--- src/rtl/lfsr_ctrl.sv ---
// lfsr_ctrl: controller that loads a seed into a Fibonacci-style LFSR and
// then clocks it a requested number of steps.
//
// Ports:
//   clk      - clock, all state updates on rising edge
//   rst      - asynchronous active-high reset
//   start    - run request, sampled only in IDLE
//   seed     - initial LFSR value, captured when start is accepted
//   count    - number of shift steps, captured when start is accepted
//   stop     - abort request, honoured only in RUN
//   sel      - load/feedback mux select (0 = seed, 1 = shifted value)
//   q        - current LFSR state
//   busy     - high in LOAD and RUN
//   step     - high in each cycle whose closing edge shifts q
//   done     - one-cycle pulse in DONE
//   seed_err - one-cycle pulse after a start with an all-zero seed
module lfsr_ctrl #(
  parameter int unsigned          WIDTH = 4,
  parameter logic [WIDTH-1:0]     TAPS  = 4'b1100,
  parameter int unsigned          CW    = 8
) (
  input  logic             clk,
  input  logic             rst,
  input  logic             start,
  input  logic [WIDTH-1:0] seed,
  input  logic [CW-1:0]    count,
  input  logic             stop,
  output logic             sel,
  output logic [WIDTH-1:0] q,
  output logic             busy,
  output logic             step,
  output logic             done,
  output logic             seed_err
);

  typedef enum logic [1:0] {
    IDLE = 2'd0,
    LOAD = 2'd1,
    RUN  = 2'd2,
    DONE = 2'd3
  } state_t;

  state_t           state_q, state_d;
  logic [WIDTH-1:0] lfsr_q, lfsr_d;
  logic [WIDTH-1:0] seed_r_q, seed_r_d;
  logic [CW-1:0]    rem_q, rem_d;
  logic             seed_err_q, seed_err_d;

  logic             fb;
  logic [WIDTH-1:0] shifted;
  logic             load_en;

  assign fb      = ^(lfsr_q & TAPS);
  assign shifted = {lfsr_q[WIDTH-2:0], fb};

  always_comb begin
    state_d    = state_q;
    seed_r_d   = seed_r_q;
    rem_d      = rem_q;
    lfsr_d     = lfsr_q;
    seed_err_d = 1'b0;
    load_en    = 1'b0;
    sel        = 1'b0;
    busy       = 1'b0;
    step       = 1'b0;
    done       = 1'b0;

    case (state_q)
      IDLE: begin
        if (start) begin
          if (seed != '0) begin
            seed_r_d = seed;
            rem_d    = count;
            state_d  = LOAD;
          end else begin
            seed_err_d = 1'b1;
          end
        end
      end
      LOAD: begin
        busy    = 1'b1;
        load_en = 1'b1;
        state_d = (rem_q == '0) ? DONE : RUN;
      end
      RUN: begin
        busy = 1'b1;
        sel  = 1'b1;
        // An abort freezes both q and rem; only the state moves on.
        if (stop) begin
          state_d = DONE;
        end else begin
          step    = 1'b1;
          load_en = 1'b1;
          rem_d   = rem_q - CW'(1);
          if (rem_q == CW'(1)) state_d = DONE;
        end
      end
      DONE: begin
        done    = 1'b1;
        state_d = IDLE;
      end
      default: state_d = IDLE;
    endcase

    if (load_en) lfsr_d = sel ? shifted : seed_r_q;
  end

  always_ff @(posedge clk or posedge rst) begin
    if (rst) begin
      state_q    <= IDLE;
      lfsr_q     <= '0;
      seed_r_q   <= '0;
      rem_q      <= '0;
      seed_err_q <= 1'b0;
    end else begin
      state_q    <= state_d;
      lfsr_q     <= lfsr_d;
      seed_r_q   <= seed_r_d;
      rem_q      <= rem_d;
      seed_err_q <= seed_err_d;
    end
  end

  assign q        = lfsr_q;
  assign seed_err = seed_err_q;

endmodule

--- config.mk ---
export PLATFORM = sky130hd
export DESIGN_NAME = lfsr_ctrl
export DESIGN_NICKNAME = d
export VERILOG_FILES = /design/src/rtl/lfsr_ctrl.sv
export SDC_FILE = /design/constraint.sdc
export NUM_CORES = 1
export LEC_CHECK = 0
export BUFFER_PORTS_ARGS = -buffer_cell sky130_fd_sc_hd__buf_2
export CAP_MARGIN = 25
export CELL_PAD_IN_SITES_DETAIL_PLACEMENT = 0
export CELL_PAD_IN_SITES_GLOBAL_PLACEMENT = 1
export CORE_ASPECT_RATIO = 1.1
export CORE_MARGIN = 5
export CORE_UTILIZATION = 45
export CTS_BUF_LIST = sky130_fd_sc_hd__clkbuf_8
export DETAILED_ROUTE_END_ITERATION = 16
export GPL_TIMING_DRIVEN = 0
export HOLD_SLACK_MARGIN = 0.05
export PLACE_DENSITY = 0.82
export SETUP_SLACK_MARGIN = 0.15
export SYNTH_ARGS = -nofsm -noshare
export SYNTH_HDL_FRONTEND = slang
export SYNTH_SLANG_ARGS = --single-unit
--- constraint.sdc ---
create_clock -name clk -period 5.4 [get_ports clk]
set_input_delay 0.27 -clock clk [delete_from_list [all_inputs] [get_ports clk]]
set_output_delay 0.27 -clock clk [all_outputs]
set_load 0.01 [all_outputs]
==> summary.md, run 1 <==
Ranked by instance count, the synthesized netlist is headed by dfrtp_1, inv_1, nor2_1. Among all cell types in the netlist, the one instantiated most often is dfrtp_1. TritonCTS created 3 clock buffers.

After legalization and detailed placement, the total HPWL measured 2040 um. Fraction of the mapped netlist area in compound gates: 0.186. The area of the mapped netlist came out at 1140 sq um. Across the VDD grid, the largest voltage drop is 0.305 mV.

For the final routed database, the setup TNS stands at 0 ns. The tools report the nature of the critical path endpoint as a flip-flop. A synthesized cell averages 9.60 sq um. For the worst-skew pair, the clock arrives at the later sink with an insertion delay of 0.26 ns.

The share of async-settable or async-resettable flops after synthesis was 1.00. For the headroom to the max-slew limit, the log shows 0.505. For the highest clock frequency the design can meet, the log shows 501 MHz. On the final layout, the worst clock skew is 0.00325 ns. The top fanout value on the critical path was 10. Number of antenna violations at the first check in global routing: 0.

Global routing finished with a remaining overflow of 0. For the level count of the clock H-tree, the log shows 1. The library cell with the largest summed area after synthesis was dfrtp_1. In this run, synthesis inferred 0 flip-flops with an integrated enable. Multiplexer share of the synthesized area: 0.0964. The die is 62.8 um tall.

For the worst setup path, the data required time is 5.51 ns. Max-cap violations in this run came to 0. The category of the worst setup path launch point is a flip-flop. The final design area excluding fillers is 1350 sq um, and the wire length per cell is 14.9 um. Number of hold violations in the final report: 0. The share of final-layout standard cells stronger than drive strength 1 is 0.245, and the number of iterations in the first detailed-routing pass is 4. The tools report the share of the yosys chip area belonging to registers as 0.416. The analysis attributes to cell leakage a power of 0.650 nW.

The width of the die is 58.0 um. The run finished with clean final reports. Once the clock tree was built, the setup fixing pass inserted 0 buffers.

Launch instance of the worst register-to-register path: state_q[0]. Counting along the longest clock path gives a buffer depth of 2. Counting every sink on the clock net gives 19. In this run the clock root is driven by a clkbuf_8.

The final layout contains routed wiring with a total length of 2650 um. The share of Yosys cell area claimed by the top area cell type came out at 0.416. The core outline area is 2470 sq um. The clock period minus final worst setup slack is 1.99 ns.

Type of the worst setup path: reg2reg. At the worst endpoint, the arrival time is 2.10 ns. The timing startpoint of the critical path is state_q[0]. Setup violations remaining at the end of the flow were counted as 0. TritonCTS built the clock tree. The die covers 3650 sq um.

The floorplan has 19 rows. For the effective utilization at floorplan, the log shows 0.462. By area the synthesized netlist is led by dfrtp_1, ha_1, mux2i_1, mux2_2, o21ai_0. Clock-pin slew was measured on the worst setup and hold paths at 0.07 ns. At the end of routability-driven placement, the weighted congestion stood at 0.819. The run gives 0.162 as the global-route usage over all layers.

Setup repair after global routing left no endpoint under its margin. The post-synthesis simple-gate area fraction is 0.168. The cell area reported after detailed placement came out at 1300 sq um.

By area, the combinational part of the netlist is dominated by compound AO/OA/AOI/OAI gates. Dividing the detail-routed via count by the number of cells gives 5.50. The logs give 0 for the number of diodes and 39 for the number of distinct standard cells referenced by the synthesized netlist. Count of final max-slew check failures: 0.

In this run, synthesis produced a sequential element count of 19. At the pin with the least slew margin, the transition time is 0.741 ns. The routed via count is 979, and the layout net count is 171. The period utilization is 0.369, and the growth of design area from synthesis to finish is 17.9%. Yosys printed 0 warnings.

The run gives 20 as the largest net degree at the start of global routing. The class of the tightest hold or removal check was in2async. The logs give 0 for the number of antenna-violating nets in the routed design and 142 for the post-synth net total. The first global-routing pass estimated 4550 um of wire.

Number of violations reported at the end of detailed-routing iteration 0: 11. For this run, the leading register cell type out of synthesis is dfrtp_1. The count of buffers added on input and output ports is 24. The post-synthesis xor/xnor area fraction works out to 0.00767.

The area share of fa/ha/maj cells after synthesis was 0.0767. The run gives 0 as the number of hold buffers added after CTS. The count of unresolved DRC violations after routing came out at 0.

The via count of the first global-routing pass is 1014. Power spread over the standard cell area amounts to 568 nW/um^2. For the number of ports placed on the die boundary, the log shows 25. Number of gates resized after cts: 0.

The tools report the synthesized instance count as 119.
==> placed cells by master (no fill, tap or decap), drive strengths merged, types with 2 or more instances in the layout <==
cell    Yosys  layout
nor3        6       6
nand2       8       8
mux2i       5       5
nor3b       2       2
o21ai       9       9
nand3       2       2
a21oi       7       7
mux2        5       5
dfrtp      19      19
nor2       10      10
inv        10      11
clkbuf      2       5
o21a        2       2
ha          7       7
buf         2      26
and3        2       2
nand4       3       3
==> worst max-delay path, cell delays in order (launching register included) <==
cell	delay, ns
dfrtp_1	0.46
inv_1	0.10
ha_1	0.20
clkbuf_1	0.22
nor3b_1	0.29
a41oi_2	0.07
buf_4	0.22
o21ai_0	0.15
o311ai_0	0.14
==> flip-flops by register name, summed over array words and instances (netlist names) <==
register	count
q	4
rem_q	8
seed_err	1
seed_r_q	4
state_q	2
==> metrics by stage <==
stage                     instances  total power, mW  worst slack (ns)  hold slack (ns)   util
after global routing            178            0.842              3.17            0.204  0.545
final                           178            0.764              3.41            0.128  0.545
after CTS                       178            0.775              3.40            0.158  0.545
after global placement          174            0.662              3.45            0.426  0.526
after detailed placement        174            0.675              3.41            0.439  0.526
after floorplan                 119            0.559              3.63            0.221      -
==> power by group <==
part	leakage, nW	internal, mW	total, mW	switching [mW]
clock network	0.0269	0.0506	0.0978	0.0472
registers	0.226	0.209	0.272	0.0624
logic	0.397	0.176	0.395	0.218
total	0.650	0.437	0.764	0.328
==> routing by layer <==
metal,global-route usage,vias to the layer above,part of all wire
met2,0.284,23,0.52
met1,0.189,463,0.42
met4,0.0696,0,0.021
li1,-,486,-
met3,0.0269,7,0.041
met5,0,-,0
==> worst paths after layout <==
| check | end | slack [ns] | cells past startpoint |
|---|---|---|---|
| worst max-delay path | rem_q[5] | 3.41 | 8 |
| min in group clk | seed_r_q[3] | 0.26 | 2 |
| max in group asynchronous | rem_q[6] | 4.81 | 2 |
| worst min-delay path | seed_r_q[0] | 0.13 | 2 |
| worst min register to register | seed_r_q[2] | 0.51 | 1 |
| worst max register to register | rem_q[5] | 3.41 | 8 |
==> final cells by class <==
class	count	area, sq um
fillers	256	1130
multi-input cells	86	611
flip-flops and latches	19	475
repair buffers	24	120
clock buffers	3	41.3
well taps	31	38.8
inverters	10	37.5
plain buffers	4	18.8
clock inverters	1	3.75
==> logic make-up (layout without fill, tap and decap cells) <==
group	after synthesis	after routing
compound gates	31	31
xor+xnor	1	1
fa+ha+maj	7	7
buf+inv	14	42
flops	19	19
mux	10	10
simple gates	37	37
No activity file was read; power rests on OpenSTA's default activity.
==> inputs of run 2 (changes only) <==
--- a/config.mk
+++ b/config.mk
@@ -11,12 +11,12 @@
 export CELL_PAD_IN_SITES_GLOBAL_PLACEMENT = 1
 export CORE_ASPECT_RATIO = 1.1
 export CORE_MARGIN = 5
-export CORE_UTILIZATION = 45
+export CORE_UTILIZATION = 38
 export CTS_BUF_LIST = sky130_fd_sc_hd__clkbuf_8
 export DETAILED_ROUTE_END_ITERATION = 16
 export GPL_TIMING_DRIVEN = 0
 export HOLD_SLACK_MARGIN = 0.05
-export PLACE_DENSITY = 0.82
+export PLACE_DENSITY = 0.73
 export SETUP_SLACK_MARGIN = 0.15
 export SYNTH_ARGS = -nofsm -noshare
 export SYNTH_HDL_FRONTEND = slang
==> constraint.sdc (replaced) <==
create_clock -name clk -period 1.7 [get_ports clk]
set_input_delay 0.085 -clock clk [delete_from_list [all_inputs] [get_ports clk]]
set_output_delay 0.085 -clock clk [all_outputs]
set_load 0.01 [all_outputs]
==> run 2 against run 1 <==
Against the previous run:
- clock skew is 0.00084 ns lower
- via count is 4.2% higher
- flip-flop and latch count stayed put
- worst hold slack worse by 0.054 ns
- worst setup slack worse by 3.3 ns
- global-route usage is 1.8 points lower
- combinational power grew to 4.3 times the previous value
- non-clock buffer count is 10 higher
- power grew to 3.8 times the previous value
- highest routed layer unchanged
==> summary.md, run 2 (synthesis gave the netlist of run 1 again) <==
TritonCTS built the clock tree. The die boundary height works out to 67.5 um (was 62.8 um). The global-route wire length before repair is 4890 um (was 4550 um).

For the via count of the first global-routing pass, the log shows 1037 (was 1014). Type of the worst setup path: reg2reg (unchanged). The number of hold violations in the final report was 0 (unchanged). The clock edge transition at the registers on the reported setup and hold paths is 0.08 ns (was 0.07 ns).

The layout net count is 181 (was 171), and the width of the die is 62.3 um (was 58.0 um). The part of the power in registers is 0.304 (was 0.356). The number of sinks driven by the clock tree was 19 (unchanged); the clock period minus final worst setup slack was 1.58 ns (was 1.99 ns).

The number of port buffers was 24 (unchanged); the number of iterations in the first detailed-routing pass was 4 (unchanged). The cell area reported after detailed placement came out at 1330 sq um (was 1300 sq um). The final design area excluding fillers was 1550 sq um (was 1350 sq um); the level count of the clock H-tree was 1 (unchanged). The slew at the pin closest to its max-slew limit works out to 0.726 ns (was 0.741 ns).

The number of violations reported at the end of detailed-routing iteration 0 is 30 (was 11). The tools report the launch instance of the worst register-to-register path as state_q[0] (unchanged). For the worst path arrival time, the log shows 1.72 ns (was 2.10 ns). The clock tree root buffer cell is clkbuf_8 (unchanged). Headroom to the max-slew limit: 0.516 (was 0.505). The nature of the critical path endpoint was a flip-flop (unchanged). The number of fillers in the final layout is 277 (was 256).

The tools report the total wirelength of the detailed-routed design as 2850 um (was 2650 um). The growth of design area from synthesis to finish came out at 35.7% (was 17.9%). Setup repair after global routing could not meet its margin everywhere.

The top fanout value on the critical path is 10 (unchanged), and the clock skew after layout is 0.00241 ns (was 0.00325 ns). Routability congestion estimate: 0.814 (was 0.819). The highest clock frequency the design can meet is 633 MHz (was 501 MHz), and the wire length per cell is 15.0 um (was 14.9 um). The tools report the category of the worst setup path launch point as a flip-flop (unchanged). Most used cells in the layout excluding fill and tap cells: buf_2, dfrtp_1, nor2_1 (was buf_2, dfrtp_1, inv_1). The number of ports placed on the die boundary is 25 (unchanged). The switching fraction of total power is 0.422 (was 0.429), and the number of rows created at floorplan is 20 (was 19).

The run gives 0 (unchanged) as the total setup violations reported at the end of the flow. The tools report the maximum ir drop on the vdd rail as 1.16 mV (was 0.305 mV). The tools report the timing startpoint of the critical path as state_q[0] (unchanged). The startpoint identified for the worst hold timing path is seed[0]. The largest register by flop count was rem_q (unchanged). The class of the tightest hold or removal check was in2reg (was in2async). Sum of overflow across all layers after global routing: 0 (unchanged). The count of unresolved DRC violations after routing came out at 0 (unchanged). The floorplan die area came out at 4200 sq um (was 3650 sq um).

The share of final-layout standard cells stronger than drive strength 1 was 0.414 (was 0.245). Clock network fraction of total power: 0.110 (was 0.128). The tools report the critical path required time as 1.84 ns (was 5.51 ns). The run gives 3 (unchanged) as the TritonCTS buffer count.

Most frequent standard cell in the layout excluding fill and tap cells: buf_2 (unchanged). Power density over the cells: 1880 nW/um^2 (was 568 nW/um^2). For the core outline area, the log shows 2830 sq um (was 2470 sq um). Number of antenna-violating nets in the routed design: 0 (unchanged).

The run gives 0 (unchanged) as the number of antenna violations at the first check in global routing. The via count normalized by instance count was 5.37 (was 5.50); the logic gate share of total power was 0.586 (was 0.516). The cell-internal power is 1.68 mW (was 0.437 mW). The detailed placement HPWL is 2040 um (about the same), and the number of diodes is 0 (unchanged). The leakage power figure was 0.723 nW (was 0.650 nW). The tools report the number of violations of the max-capacitance limit as 0 (unchanged). For the effective utilization at floorplan, the log shows 0.404 (was 0.462).

For the clock insertion delay at the later pin of the skew report, the log shows 0.26 ns (about the same). The run gives 2 (unchanged) as the buffer depth of the longest clock path. Largest net degree at the start of global routing: 20 (unchanged). The period utilization is 0.930 (was 0.369). The core occupancy in the finished layout came out at 0.548 (was 0.545). The flip-flop count of the largest register after layout was 8 (unchanged); the count of final max-slew check failures was 0 (unchanged).

The tools report the net switching power figure as 1.23 mW (was 0.328 mW). The flow ran to the end, and the final reports show no timing, DRC or antenna violations. The logs give 1020 (was 979) for the routed via count and 0.145 (was 0.162) for the global-route usage over all layers.
## run 2: power groups by stage
stage	logic, mW	registers (mW)	clock network (mW)
final	1.70	0.884	0.320
after global routing	1.89	0.918	0.341
after CTS	1.57	0.864	0.326
after detailed placement	1.34	0.870	0
after global placement	1.32	0.865	0
after floorplan	1.00	0.843	0
## run 2: final cells by class
class	count	area, sq um	area share
multi-input cells	86	713	0.460
flip-flops and latches	19	477	0.308
repair buffers	34	199	0.128
clock buffers	3	41.3	0.0266
well taps	33	41.3	0.0266
inverters	10	37.5	0.0242
plain buffers	4	36.3	0.0234
clock inverters	1	5.00	0.00323
## run 2: repair_timing
item,4_1_cts,5_1_grt
endpoints found under the hold margin,19,0
endpoints found under the setup margin,15,15
hold buffers,1,0
pin swaps,0,9
cloned,1,0
setup buffers,4,4
gates resized for setup,12,11
## run 2: layer usage
metal  wire length [um]  up-vias  GRT usage  share of wire
met2               1370       22      0.231           0.48
met5                  0        -          0              0
met1               1330      488      0.195           0.47
li1                   -      508          -              -
met3                123        2     0.0266          0.043
met4                 28        0     0.0557         0.0098
## run 2: metrics by stage
stage	instances	setup WS (ns)	power (mW)	hold WS [ns]	setup TNS [ns]
6_report	190	0.119	2.91	0.0740	0
5_1_grt	190	0.00725	3.15	0.0747	0
4_1_cts	186	0.111	2.76	0.0698	0
3_5_place_dp	176	-0.0898	2.21	0.249	-0.457
3_3_place_gp	176	-0.0896	2.18	0.242	-0.264
2_1_floorplan	119	0.153	1.84	0.0361	0
## run 2: final timing paths
| kind | cells after the start | slack [ns] | to |
|---|---|---|---|
| worst min-delay path | 2 | 0.07 | seed_r_q[0] |
| worst max register to register | 7 | 0.12 | rem_q[7] |
| worst min register to register | 2 | 0.51 | q[0] |
| max in group asynchronous | 3 | 0.71 | state_q[0] |
| min in group asynchronous | 3 | 0.48 | state_q[1] |
| worst max-delay path | 7 | 0.12 | rem_q[7] |
## run 2: worst max-delay path, stage by stage, from the launching register on
cell	delay [ns]
dfrtp_2	0.42
inv_2	0.11
ha_4	0.15
buf_8	0.12
buf_4	0.11
nand3_2	0.20
o31ai_1	0.28
a2bb2oi_1	0.10
==> inputs of run 3 (changes only) <==
--- a/config.mk
+++ b/config.mk
@@ -16,8 +16,9 @@
 export DETAILED_ROUTE_END_ITERATION = 16
 export GPL_TIMING_DRIVEN = 0
 export HOLD_SLACK_MARGIN = 0.05
-export PLACE_DENSITY = 0.73
+export PLACE_DENSITY = 0.88
 export SETUP_SLACK_MARGIN = 0.15
+export SLEW_MARGIN = 10
 export SYNTH_ARGS = -nofsm -noshare
 export SYNTH_HDL_FRONTEND = slang
 export SYNTH_SLANG_ARGS = --single-unit
==> run 3 against run 2 <==
Against the previous run:
- worst setup slack gained 0.014 ns
- sequential power grew 3.3%
- clock power shrank 3%
- via count grew 6.6%
- wire length grew 11%
- critical path type unchanged
==> summary.md, run 3 (synthesis gave the netlist of run 1 again) <==
Cell with the largest stage delay on the worst path: dfrtp_1 (was dfrtp_2). The number of port buffers is 24 (unchanged). The most frequent standard cell in the layout excluding fill and tap cells is buf_2 (unchanged). The clock skew after layout is 0.000802 ns (was 0.00241 ns).

The width of the die came out at 62.3 um (unchanged). The tools report the detailed placement HPWL as 2010 um (was 2040 um). The clock edge transition at the registers on the reported setup and hold paths came out at 0.07 ns (was 0.08 ns). The end point of the worst hold path was seed_r_q[2] (was seed_r_q[0]).

For the number of ports placed on the die boundary, the log shows 25 (unchanged). The tools report the number of hold violations in the final report as 0 (unchanged). Type of the worst setup path: reg2reg (unchanged). The maximum ir drop on the vdd rail was 1.24 mV (was 1.16 mV). The flip-flop count of the largest register after layout is 8 (unchanged), and the overall power of the completed layout is 3.23 mW (was 2.91 mW).

For the number of iterations in the first detailed-routing pass, the log shows 4 (unchanged). The tools report the number of diodes as 0 (unchanged). The critical path required time was 1.84 ns (about the same); the cell depth of the worst hold path was 2 (unchanged).

The launch instance of the worst register-to-register path is state_q[1] (was state_q[0]). TritonCTS built the clock tree. The growth of design area from synthesis to finish works out to 46.4% (was 35.7%). The critical path buffer and inverter count is 2 (was 3). The worst-case reg-to-reg path depth was 7 (unchanged).

Period utilization: 0.921 (was 0.930). The run gives 3 (unchanged) as the TritonCTS buffer count. The nature of the critical path endpoint was a flip-flop (unchanged).

Largest register by flop count: rem_q (unchanged). The via count normalized by instance count works out to 5.49 (was 5.37). Reg-to-reg critical path endpoint: rem_q[3] (was rem_q[7]). The cell family with the largest share of critical-path delay is flip-flops (unchanged). The logs give 0 (unchanged) for the number of antenna violations at the first check in global routing and 2 (unchanged) for the buffer depth of the longest clock path. The tools report the number of rows created at floorplan as 20 (unchanged).

The class of the tightest hold or removal check was in2reg (unchanged). The core outline area was 2830 sq um (unchanged); the setup total negative slack was 0 ns (unchanged). The run finished with clean final reports.

The top fanout value on the critical path is 7 (was 10), and the share of final-layout standard cells stronger than drive strength 1 is 0.485 (was 0.414). The effective utilization at floorplan was 0.404 (unchanged). The critical hold path startpoint is seed[2] (was seed[0]). The clock tree root buffer cell is clkbuf_8 (unchanged). The sum of overflow across all layers after global routing came out at 0 (unchanged).

The run gives 0.13 ns (was 0.12 ns) as the slack of the worst reg-to-reg path. Post-placement cell count: 176 (unchanged). Maximum cell stage delay along the critical path: 0.42 ns (about the same). The total setup violations reported at the end of the flow came out at 0 (unchanged).

The layout net count is 189 (was 181), and the global-route wire length before repair is 5140 um (was 4890 um). The clock period minus final worst setup slack was 1.57 ns (was 1.58 ns); the headroom to the max-slew limit was 0.498 (was 0.516). The count of unresolved DRC violations after routing was 0 (unchanged).

The slew at the pin closest to its max-slew limit was 0.752 ns (was 0.726 ns). The routability congestion estimate was 0.812 (was 0.814). The count of final max-slew check failures is 0 (unchanged).

The number of violations reported at the end of detailed-routing iteration 0 is 49 (was 30), and the largest net degree at the start of global routing is 20 (unchanged). The global-route usage over all layers was 0.157 (was 0.145); the number of sinks driven by the clock tree was 19 (unchanged). The run gives 4200 sq um (unchanged) as the floorplan die area. The highest clock frequency the design can meet is 638 MHz (was 633 MHz). Cells along the critical path: buf_6 -> ha_4 -> nor3b_4 -> a41oi_2 -> buf_4 -> mux2i_1 -> nor3_1 (was inv_2 -> ha_4 -> buf_8 -> buf_4 -> nand3_2 -> o31ai_1 -> a2bb2oi_1). The die boundary height is 67.5 um (unchanged). The power density over the cells is 1930 nW/um^2 (was 1880 nW/um^2), and the count of placed standard cells in the final layout, fillers left out is 198 (was 190). The tools report the final worst slack as 0.134 ns (was 0.119 ns). Number of violations of the max-capacitance limit: 0 (unchanged). Routed via count: 1087 (was 1020).

The total wirelength of the detailed-routed design was 3170 um (was 2850 um). The clock insertion delay at the later pin of the skew report is 0.26 ns (about the same). The logs give 0 (unchanged) for the number of antenna-violating nets in the routed design and 1.71 ns (was 1.72 ns) for the worst path arrival time.

The worst slack after detailed placement came out at -0.0960 ns (was -0.0898 ns). The category of the worst setup path launch point is a flip-flop (unchanged). Wire length per cell: 16.0 um (was 15.0 um). The via count of the first global-routing pass is 1127 (was 1037). The leakage power figure came out at 0.775 nW (was 0.723 nW). The number of cells on the critical path was 7 (unchanged); the level count of the clock H-tree was 1 (unchanged). Most used cells in the layout excluding fill and tap cells: buf_2, dfrtp_1, buf_4 (was buf_2, dfrtp_1, nor2_1).

Setup repair after global routing could not meet its margin everywhere.
[run 3: per-stage QoR]
step	hold slack (ns)	cell area, sq um	util
after CTS	0.0688	1500	0.531
after global routing	0.0635	1670	0.592
after detailed placement	0.243	1330	0.471
after floorplan	0.0361	1170	-
after global placement	0.244	1330	0.471
final	0.0722	1670	0.592
[run 3: where the power goes]
group	internal, mW	switching, mW
Sequential	0.670	0.243
Combinational	1.04	0.967
Clock	0.161	0.150
[run 3: worst max-delay path by stage]
stage	end	startpoint	slack (ns)
floorplan	state_q[1]	state_q[0]	0.15
global placement	q[0]	state_q[0]	-0.08
detailed placement	q[0]	state_q[0]	-0.1
CTS	rem_q[2]	state_q[1]	0.1
global route	rem_q[4]	state_q[1]	0.09
finish	rem_q[3]	state_q[1]	0.13
[run 3: area by class of cell]
cell class | count | area [sq um]
Clock inverter | 1 | 3.75
Sequential cell | 19 | 478
Clock buffer | 3 | 41.3
Tap cell | 33 | 41.3
Multi-Input combinational cell | 86 | 749
Fill cell | 257 | 1150
Inverter | 10 | 40.0
Timing Repair Buffer | 42 | 280
Buffer | 4 | 38.8
[run 3: worst reg2reg max path, stage by stage, from the launching register on]
cell     delay (ns)
dfrtp_1        0.42
buf_6          0.14
ha_4           0.17
nor3b_4        0.15
a41oi_2        0.19
buf_4          0.16
mux2i_1        0.17
nor3_1         0.06
[run 3: routing by layer]
layer | track usage | routed length (um) | share of wire
met5 | 0 | 0 | 0
met4 | 0.0849 | 82 | 0.026
met3 | 0.0366 | 146 | 0.046
met2 | 0.262 | 1550 | 0.49
met1 | 0.188 | 1400 | 0.44
[run 3: repair_timing]
action	4_1_cts	5_1_grt
setup endpoints to repair	17	16
gates cloned	1	0
gates resized for setup	15	27
buffers inserted	7	9
pin swaps	6	11
hold buffers	1	0
endpoints found under the hold margin	19	0
